===== src/rtl/dot_product_scheduler_if.sv =====
// Bus between the scheduler and one shared dot-product unit.
// The scheduler drives reset/launch/total; the unit answers with finish/result.
interface dot_product_scheduler_if #(
    parameter int element_width = 32
);
    logic                     dp_reset;
    logic                     dp_read_now;
    logic [31:0]              dp_total;
    logic                     dp_finish;
    logic [element_width-1:0] dp_result;

    modport master (
        output dp_reset, dp_read_now, dp_total,
        input  dp_finish, dp_result
    );

    modport slave (
        input  dp_reset, dp_read_now, dp_total,
        output dp_finish, dp_result
    );
endinterface


===== src/rtl/dot_product_scheduler.sv =====
// Round-robin scheduler sharing one dot-product unit among NO_REQ requesters:
// arbitrate, clear the unit, launch it, wait for finish or timeout, report done.
module dot_product_scheduler #(
    parameter int NO_REQ        = 4,
    parameter int element_width = 32,
    parameter int no_of_units   = 256,
    parameter int CLEAR_CYCLES  = 2,
    parameter int TIMEOUT       = 4096
) (
    input  logic                     clk,
    input  logic                     reset,
    input  logic [NO_REQ-1:0]        req,
    input  logic [32*NO_REQ-1:0]     req_total,
    output logic [NO_REQ-1:0]        grant,
    output logic [NO_REQ-1:0]        done,
    output logic [element_width-1:0] result,
    output logic                     job_err,
    output logic                     busy,
    output logic                     timeout_err,
    dot_product_scheduler_if.master  dp
);

    localparam int PTR_W   = (NO_REQ > 1) ? $clog2(NO_REQ) : 1;
    localparam int CNT_MAX = (TIMEOUT > CLEAR_CYCLES) ? TIMEOUT : CLEAR_CYCLES;
    localparam int CNT_W   = $clog2(CNT_MAX + 1);
    localparam logic [CNT_W-1:0] CLEAR_LAST = CNT_W'(CLEAR_CYCLES - 1);
    localparam logic [CNT_W-1:0] WAIT_LAST  = CNT_W'(TIMEOUT - 1);

    typedef enum logic [2:0] {IDLE, CLEAR, LAUNCH, WAIT, DONE} state_t;

    state_t             state;
    logic [PTR_W-1:0]   ptr;
    logic [PTR_W-1:0]   gnt_idx;
    logic [CNT_W-1:0]   cnt;

    logic               sel_valid;
    logic [PTR_W-1:0]   sel_idx;
    logic [PTR_W-1:0]   idx;
    logic [NO_REQ-1:0]  sel_onehot;
    logic [31:0]        sel_total;
    logic               sel_bad;

    function automatic logic [PTR_W-1:0] next_ptr(input logic [PTR_W-1:0] i);
        return PTR_W'((int'(i) + 1) % NO_REQ);
    endfunction

    // NOTE: every signal written in always_comb gets a default first so no latch is inferred.
    always_comb begin
        sel_valid = 1'b0;
        sel_idx   = '0;
        idx       = '0;
        // Scan downward in offset so the set bit nearest the pointer is the last one kept.
        for (int k = NO_REQ - 1; k >= 0; k--) begin
            idx = PTR_W'((int'(ptr) + k) % NO_REQ);
            if (req[idx]) begin
                sel_valid = 1'b1;
                sel_idx   = idx;
            end
        end
        sel_onehot = NO_REQ'(1) << sel_idx;
        sel_total  = req_total[32*sel_idx +: 32];
        sel_bad    = (sel_total == 32'd0) || ((sel_total % 32'(no_of_units)) != 32'd0);
    end

    // NOTE: sequential state uses non-blocking assignments so every register samples pre-edge values.
    always_ff @(posedge clk or negedge reset) begin
        if (!reset) begin
            state          <= IDLE;
            ptr            <= '0;
            gnt_idx        <= '0;
            cnt            <= '0;
            grant          <= '0;
            done           <= '0;
            result         <= '0;
            job_err        <= 1'b0;
            busy           <= 1'b0;
            timeout_err    <= 1'b0;
            dp.dp_reset    <= 1'b1;
            dp.dp_read_now <= 1'b0;
            dp.dp_total    <= '0;
        end else begin
            done    <= '0;
            job_err <= 1'b0;
            case (state)
                IDLE: begin
                    dp.dp_reset <= 1'b0;
                    if (sel_valid) begin
                        grant       <= sel_onehot;
                        gnt_idx     <= sel_idx;
                        dp.dp_total <= sel_total;
                        busy        <= 1'b1;
                        if (sel_bad) begin
                            // Rejected job never touches the unit.
                            done    <= sel_onehot;
                            job_err <= 1'b1;
                            ptr     <= next_ptr(sel_idx);
                            state   <= DONE;
                        end else begin
                            dp.dp_reset <= 1'b1;
                            cnt         <= '0;
                            state       <= CLEAR;
                        end
                    end
                end
                CLEAR: begin
                    if (cnt == CLEAR_LAST) begin
                        dp.dp_reset    <= 1'b0;
                        dp.dp_read_now <= 1'b1;
                        state          <= LAUNCH;
                    end else begin
                        cnt <= cnt + 1'b1;
                    end
                end
                LAUNCH: begin
                    dp.dp_read_now <= 1'b0;
                    cnt            <= '0;
                    state          <= WAIT;
                end
                WAIT: begin
                    if (dp.dp_finish) begin
                        result <= dp.dp_result;
                        done   <= grant;
                        ptr    <= next_ptr(gnt_idx);
                        state  <= DONE;
                    end else if (cnt == WAIT_LAST) begin
                        // Timed out: result keeps its previous value.
                        timeout_err <= 1'b1;
                        job_err     <= 1'b1;
                        done        <= grant;
                        ptr         <= next_ptr(gnt_idx);
                        state       <= DONE;
                    end else begin
                        cnt <= cnt + 1'b1;
                    end
                end
                DONE: begin
                    grant <= '0;
                    busy  <= 1'b0;
                    state <= IDLE;
                end
                default: state <= IDLE;
            endcase
        end
    end

endmodule

===== src/flat_wrapper.sv =====
// flat-port wrapper written by rule: the top's interface ports become plain ports
module dot_product_scheduler_flat 
#(
    parameter int NO_REQ        = 4,
    parameter int element_width = 32,
    parameter int no_of_units   = 256,
    parameter int CLEAR_CYCLES  = 2,
    parameter int TIMEOUT       = 4096
)
  (clk, reset, req, req_total, grant, done, result, job_err, busy, timeout_err, dp_dp_reset, dp_dp_read_now, dp_dp_total, dp_dp_finish, dp_dp_result);
  dot_product_scheduler_if #(.element_width(element_width)) dp_i ();
  input  logic clk;
  input  logic reset;
  input  logic [NO_REQ-1:0] req;
  input  logic [32*NO_REQ-1:0] req_total;
  output logic [NO_REQ-1:0] grant;
  output logic [NO_REQ-1:0] done;
  output logic [element_width-1:0] result;
  output logic job_err;
  output logic busy;
  output logic timeout_err;
  output wire logic [$bits(dp_i.dp_reset)-1:0] dp_dp_reset;
  output wire logic [$bits(dp_i.dp_read_now)-1:0] dp_dp_read_now;
  output wire logic [$bits(dp_i.dp_total)-1:0] dp_dp_total;
  input wire logic [$bits(dp_i.dp_finish)-1:0] dp_dp_finish;
  input wire logic [$bits(dp_i.dp_result)-1:0] dp_dp_result;
  assign dp_dp_reset = dp_i.dp_reset;
  assign dp_dp_read_now = dp_i.dp_read_now;
  assign dp_dp_total = dp_i.dp_total;
  assign dp_i.dp_finish = dp_dp_finish;
  assign dp_i.dp_result = dp_dp_result;
  dot_product_scheduler #(.NO_REQ(NO_REQ), .element_width(element_width), .no_of_units(no_of_units), .CLEAR_CYCLES(CLEAR_CYCLES), .TIMEOUT(TIMEOUT)) u_core (.clk(clk), .reset(reset), .req(req), .req_total(req_total), .grant(grant), .done(done), .result(result), .job_err(job_err), .busy(busy), .timeout_err(timeout_err), .dp(dp_i));
endmodule

===== config.mk =====
export PLATFORM = sky130hd
export DESIGN_NAME = dot_product_scheduler_flat
export DESIGN_NICKNAME = d
export VERILOG_FILES = /design/src/rtl/dot_product_scheduler_if.sv /design/src/rtl/dot_product_scheduler.sv /design/src/flat_wrapper.sv
export SDC_FILE = /design/constraint.sdc
export NUM_CORES = 1
export LEC_CHECK = 0
export BUFFER_PORTS_ARGS = -buffer_cell sky130_fd_sc_hd__buf_2
export CORE_ASPECT_RATIO = 0.6
export CORE_UTILIZATION = 30
export DETAILED_ROUTE_END_ITERATION = 6
export SYNTH_ARGS = -nofsm -noshare
export SYNTH_HDL_FRONTEND = slang
export SYNTH_SLANG_ARGS = --single-unit

===== constraint.sdc =====
create_clock -name clk -period 6.87 [get_ports clk]
set_input_delay 0 -clock clk [delete_from_list [all_inputs] [get_ports clk]]
set_output_delay 0 -clock clk [all_outputs]
set_load 0.02 [all_outputs]

Word level (Yosys, flattened, before mapping)
Cells that the tools add are included.
{ "word_totals": {"inputBits": 167, "out_inout_bits": 77, "register_bits": 97, "word_cells": 111} }
{ "classes": {"magnitude_cmp": 4, "n_reduce_logical": 18, "mux": 53, "bitwise": 1, "n_addsub": 6, "eq_ne": 14, "shift": 2} }
{ "ops": {"columns": ["op", "n"], "rows": [
  ["128-bit by 8-bit indexed part select with 32-bit output", 1],
  ["13-bit two-way mux", 5],
  ["13-bit case mux with 4 select lines", 1],
  ["32-bit zero test", 1],
  ["32-bit nonzero test", 1],
  ["4-bit two-way mux", 5],
  ["1-bit two-way mux", 17],
  ["2-bit two-way mux", 8],
  ["4-bit case mux with 2 select lines", 2],
  ["3-bit two-way mux", 5],
  ["13-bit by 1-bit adder with 13-bit output, second input constant", 1],
  ["13-bit by 1-bit equality test with 1-bit output, second input constant", 1],
  ["13-bit by 12-bit equality test with 1-bit output, second input constant", 1],
  ["2-bit by 3-bit less-than comparator with 1-bit output, second input constant", 4],
  ["3-bit case mux with 4 select lines", 1],
  ["2-bit AND reduction", 5],
  ["1-bit binary-select mux with 2-bit select", 4],
  ["2-bit inequality test, second input constant", 4],
  ["1-bit case mux with 2 select lines", 4],
  ["2-bit nonzero test", 4],
  ["2-bit by 1-bit adder with 2-bit output, second input constant", 3],
  ["3-bit by 2-bit equality test with 1-bit output, second input constant", 2],
  ["2-bit by 1-bit inequality test with 1-bit output, second input constant", 3],
  ["3-bit AND reduction", 2],
  ["other kinds (12)", 13]
]} }

Logic depth before layout (Yosys ltp)
{ "depth": {"ltp_word": 13, "depth_mapped": 14, "mapped_depth_nobuf": 11} }

Worst setup path before layout
No wires, ideal clock.
{ "synth_path": {"kind": "register to register", "from": "register u_core.ptr[1]", "to": "register u_core.cnt[8]", "slack_ns": 4.084, "synth_period_minus_slack_ns": 2.786, "setup_time_ns": 0.125, "stages_incl_launch_ff": 15, "path_buffers": 4, "arrival_time_ns": 2.661, "t_required_ns": 6.745, "cell_sequence": "dfrtp_1 > nand2_1 > a311oi_2 > nor2_4 > buf_6 > buf_6 > buf_6 > nand2_1 > nand2_1 > o21ai_0 > nand4_1 > a211oi_2 > buf_4 > o211ai_1 > mux2_2"} }
{ "synth_between": {"elab_chain_cells": 12, "elab_cells_between_ends": 26, "cone_classes": "3 x add/sub; 2 x eq/ne; 1 x shift; 16 x mux; 4 x reduce/logical"} }
{ "synth_rtl": {"columns": ["item", "line_no", "rtl"], "rows": [
  ["from (decl)", "dot_product_scheduler.sv:32", "logic [PTR_W-1:0] ptr;"],
  ["from (signal assigned)", "dot_product_scheduler.sv:96", "ptr <= next_ptr(sel_idx);"],
  ["from (signal assigned)", "dot_product_scheduler.sv:123", "ptr <= next_ptr(gnt_idx);"],
  ["from (signal assigned)", "dot_product_scheduler.sv:130", "ptr <= next_ptr(gnt_idx);"],
  ["2-bit adder", "dot_product_scheduler.sv:54", "idx = PTR_W'((int'(ptr) + k) % NO_REQ);"],
  ["1-bit binary-select mux with 2-bit select", "dot_product_scheduler.sv:55", "if (req[idx]) begin"],
  ["1-bit two-way mux (implied by the code)", "dot_product_scheduler.sv:55", null],
  ["2-bit two-way mux (4 in a row)", "dot_product_scheduler.sv:55", null],
  ["128-bit by 8-bit indexed part select with 32-bit output", "dot_product_scheduler.sv:61", "sel_total = req_total[32*sel_idx +: 32];"],
  ["32-bit zero test / 32-bit nonzero test (equally long branches)", "dot_product_scheduler.sv:62", "sel_bad = (sel_total == 32'd0) || ((sel_total % 32'(no_of_units)) != 32'd0);"],
  ["1-bit logical OR", "dot_product_scheduler.sv:62", null],
  ["2-bit inequality test (no line)", null, null],
  ["6-bit AND reduction (no line) *", null, null],
  ["to (signal assigned)", "dot_product_scheduler.sv:111", "cnt <= cnt + 1'b1;"],
  ["to (signal assigned)", "dot_product_scheduler.sv:133", "cnt <= cnt + 1'b1;"],
  ["to (decl)", "dot_product_scheduler.sv:34", "logic [CNT_W-1:0] cnt;"]
]} }
Mark *: on every way between the ends. The rest lies on a longest branch, timed or not. The select of a mux whose other input is x is not followed.
A chain may end at the register's enable or synchronous reset.

Worst setup path after layout
{ "layout_path": {"from": "register u_core.ptr[1]", "to": "register u_core.cnt[1]"} }
The elaborated chain is that of the path after synthesis.

==> impl_metrics.ini <==
[outcome]
status = completed

[critical_path]
critPathCaptureType = flip-flop
crit_arrival_ns = 4.48
max_stage_delay_ns = 0.91
cp_max_fo = 41
worstPathBufferInverterCount = 1
worstPathRequired_ns = 7.10
critPathTopFamily = compound AO/OA/AOI/OAI gates
cp-start-kind = flip-flop
path_cells = nand2_1 -> a311oi_2 -> nor2_4 -> buf_4 -> mux2i_1 -> mux2_2 -> nand4_1 -> nor4_1 -> a211oi_2 -> o21a_1 -> mux2_1
cpMaxStageDelayCell = a211oi_2
crit_cells = 11
worstSetupPathType = reg2reg
reg2reg_depth = 11

[logic_synthesis]
yosys.area_share.simple = 0.154
ys_types = 48
syn_area_per_cell_um2 = 10.1
synth-seq-area-share = 0.470
synth_top_family_by_area = multiplexers
synth-seq-cells = 97
synthMuxAreaShare = 0.215
synth-edff-count = 0
synth_fa_ha_area_frac = 0.00484
synth-xor-area-share = 0.00169
syn_inst = 514
yosys_warnings = 0
async_flop_share = 1.00
synth_compound_area_frac = 0.117
synth_area_mm2 = 0.00517
synth_nets = 683
yosys_most_used_dff = dfrtp_1

[layout]
layout_common_cells = 242 x buf_2, 107 x nand2_1, 96 x dfrtp_1
layout-drive-gt1-share = 0.416
fin_cells = 1009
fin_area_mm2 = 0.00722
nets = 945
diodes = 0
fin_util = 0.436
area_delta_synth_final_pct = 39.6
layout_commonest_cell = buf_2

[timing]
finalMaxSlewViolations = 0
fin_tns_setup_ns = 0
fin_crit_sh = 0.618
clock.fmax_ghz = 0.235
setup_viol = 0
finClkSkew_ns = 0.00903
min_period_ns = 4.25
holdWs_ns = 0.0694
tightest_slew_ns = 1.07
rsz0062_at_grt = no
relSlewSlack = 0.284
hold_violations = 0

[job]
maxCapViolations = 0

[detailed_routing]
vias_per_cell = 4.72
finalWirelength_um = 15900
first_pass_iters = 5
drc = 0
via_count = 4766
drtIter0Drc = 305
ant_nets = 0
route.detailed.wl_per_inst_um = 15.7

[clock_tree]
root_buffer = clkbuf_16
clk_pin_slew_worst_paths_ns = 0.08
insertion_delay_ns = 0.35
clockBufferDepth = 2
cts_tree = done
clock_sinks = 97
cts_setup_buffers = 0
cts_buffers = 9
htreeDepth = 3

[grt]
grt.total_usage = 0.176
grt_antenna_before_repair = 2
grt_max_degree = 60
grt_pass1_wl_um = 24300
overflow = 0
grt_pass1_vias = 4554

[floorplanning]
core-area_mm2 = 0.0165
die_x_um = 171
die_area_mm2 = 0.0178
row_count = 36
start_util = 0.313
pin_count = 244
dieHeight_um = 104

[placement]
dp_hpwl_um = 12000
port_buffers = 243
placed_cells = 959
routabilityCongestion = 0.819
place_area_mm2 = 0.00656

[hold_path]
min_path_type = in2reg
holdPathStages = 5

[pwr]
leakagePower_nw = 3.77
ir_worst_vdd_uv = 156
p_per_area_mw_per_mm2 = 332
## layer usage
metal,part of all wire,global-route usage,up-vias
li1,-,-,2346
met3,0.077,0.0439,12
met2,0.42,0.257,190
met5,0.0017,0,-
met1,0.49,0.259,2214
met4,0.0098,0.0395,4
## metrics by stage
| stage | setup WS [ns] | total power [W] |
|---|---|---|
| floorplan | 4.08 | 0.00154 |
| global placement | 2.75 | 0.00188 |
| detailed placement | 2.70 | 0.00189 |
| CTS | 2.69 | 0.00242 |
| global route | 2.39 | 0.00256 |
| finish | 2.62 | 0.00240 |
## path summary, 6_finish.rpt
| kind | start | end | slack [ns] |
|---|---|---|---|
| worst min-delay path | req_total[2] | u_core.dp.dp_total[2] | 0.07 |
| worst max register to register | u_core.ptr[1] | u_core.cnt[1] | 2.62 |
| max in group asynchronous | reset | u_core.dp.dp_total[15] | 5.55 |
| worst max-delay path | u_core.ptr[1] | u_core.cnt[1] | 2.62 |
| min in group asynchronous | reset | u_core.grant[0] | 0.19 |
| worst min register to register | u_core.timeout_err | u_core.timeout_err | 0.47 |
## cell usage after synthesis (all sizes together) (8+ instances only)
master / count / area share
a22o: 8 / 0.014
buf: 15 / 0.020
clkbuf: 17 / 0.012
dfrtp: 96 / 0.46
mux2: 58 / 0.13
mux2i: 46 / 0.089
nand2: 107 / 0.078
nand3: 18 / 0.017
nand4: 8 / 0.0097
nor2: 19 / 0.015
o21ai: 49 / 0.047
## logic make-up (layout without fill, tap and decap cells)
logic type	count (synthesis)	in the layout
AND/OR/NAND/NOR	179	179
multiplexers	104	104
XOR/XNOR	1	1
buffers and inverters	38	305
adder cells (fa/ha/maj)	2	2
flip-flops	97	97
AO/OA/AOI/OAI	93	93
## area by class of cell
class / count / area (um^2)
Inverter: 6 / 22.5
Multi-Input combinational cell: 379 / 2560
Clock buffer: 9 / 225
Sequential cell: 97 / 2430
Clock inverter: 7 / 91.3
Fill cell: 1629 / 9320
Tap cell: 228 / 285
Timing Repair Buffer: 283 / 1600
## power by group
| group | leakage [nW] | total [W] | switching [W] | internal (W) |
|---|---|---|---|---|
| clock | 0.152 | 0.000514 | 0.000250 | 0.000264 |
| sequential | 1.27 | 0.000814 | 0.0000994 | 0.000715 |
| combinational | 2.34 | 0.00107 | 0.000665 | 0.000403 |
| total | 3.77 | 0.00240 | 0.00101 | 0.00138 |
## sequential cells by signal (all words and copies together) (netlist names), 2 cells and up
name / count
u_core.state: 3
u_core.done: 4
u_core.cnt: 13
u_core.result: 32
u_core.grant: 4
u_core.ptr: 2
u_core.dp.dp_total: 32
u_core.gnt_idx: 2
## what timing repair did
item                                   4_1_cts  5_1_grt
resized for setup                            0        0
hold buffers                                34        0
endpoints found under the hold margin       73        0
## worst min-delay path, delay by kind of cell
kind / cells / cell delay [ns]
AND/OR/NAND/NOR: 2 / 0.08
AO/OA/AOI/OAI: 2 / 0.23
buffers and inverters: 1 / 0.07
Note: power is estimated with default switching activity, not from simulation.
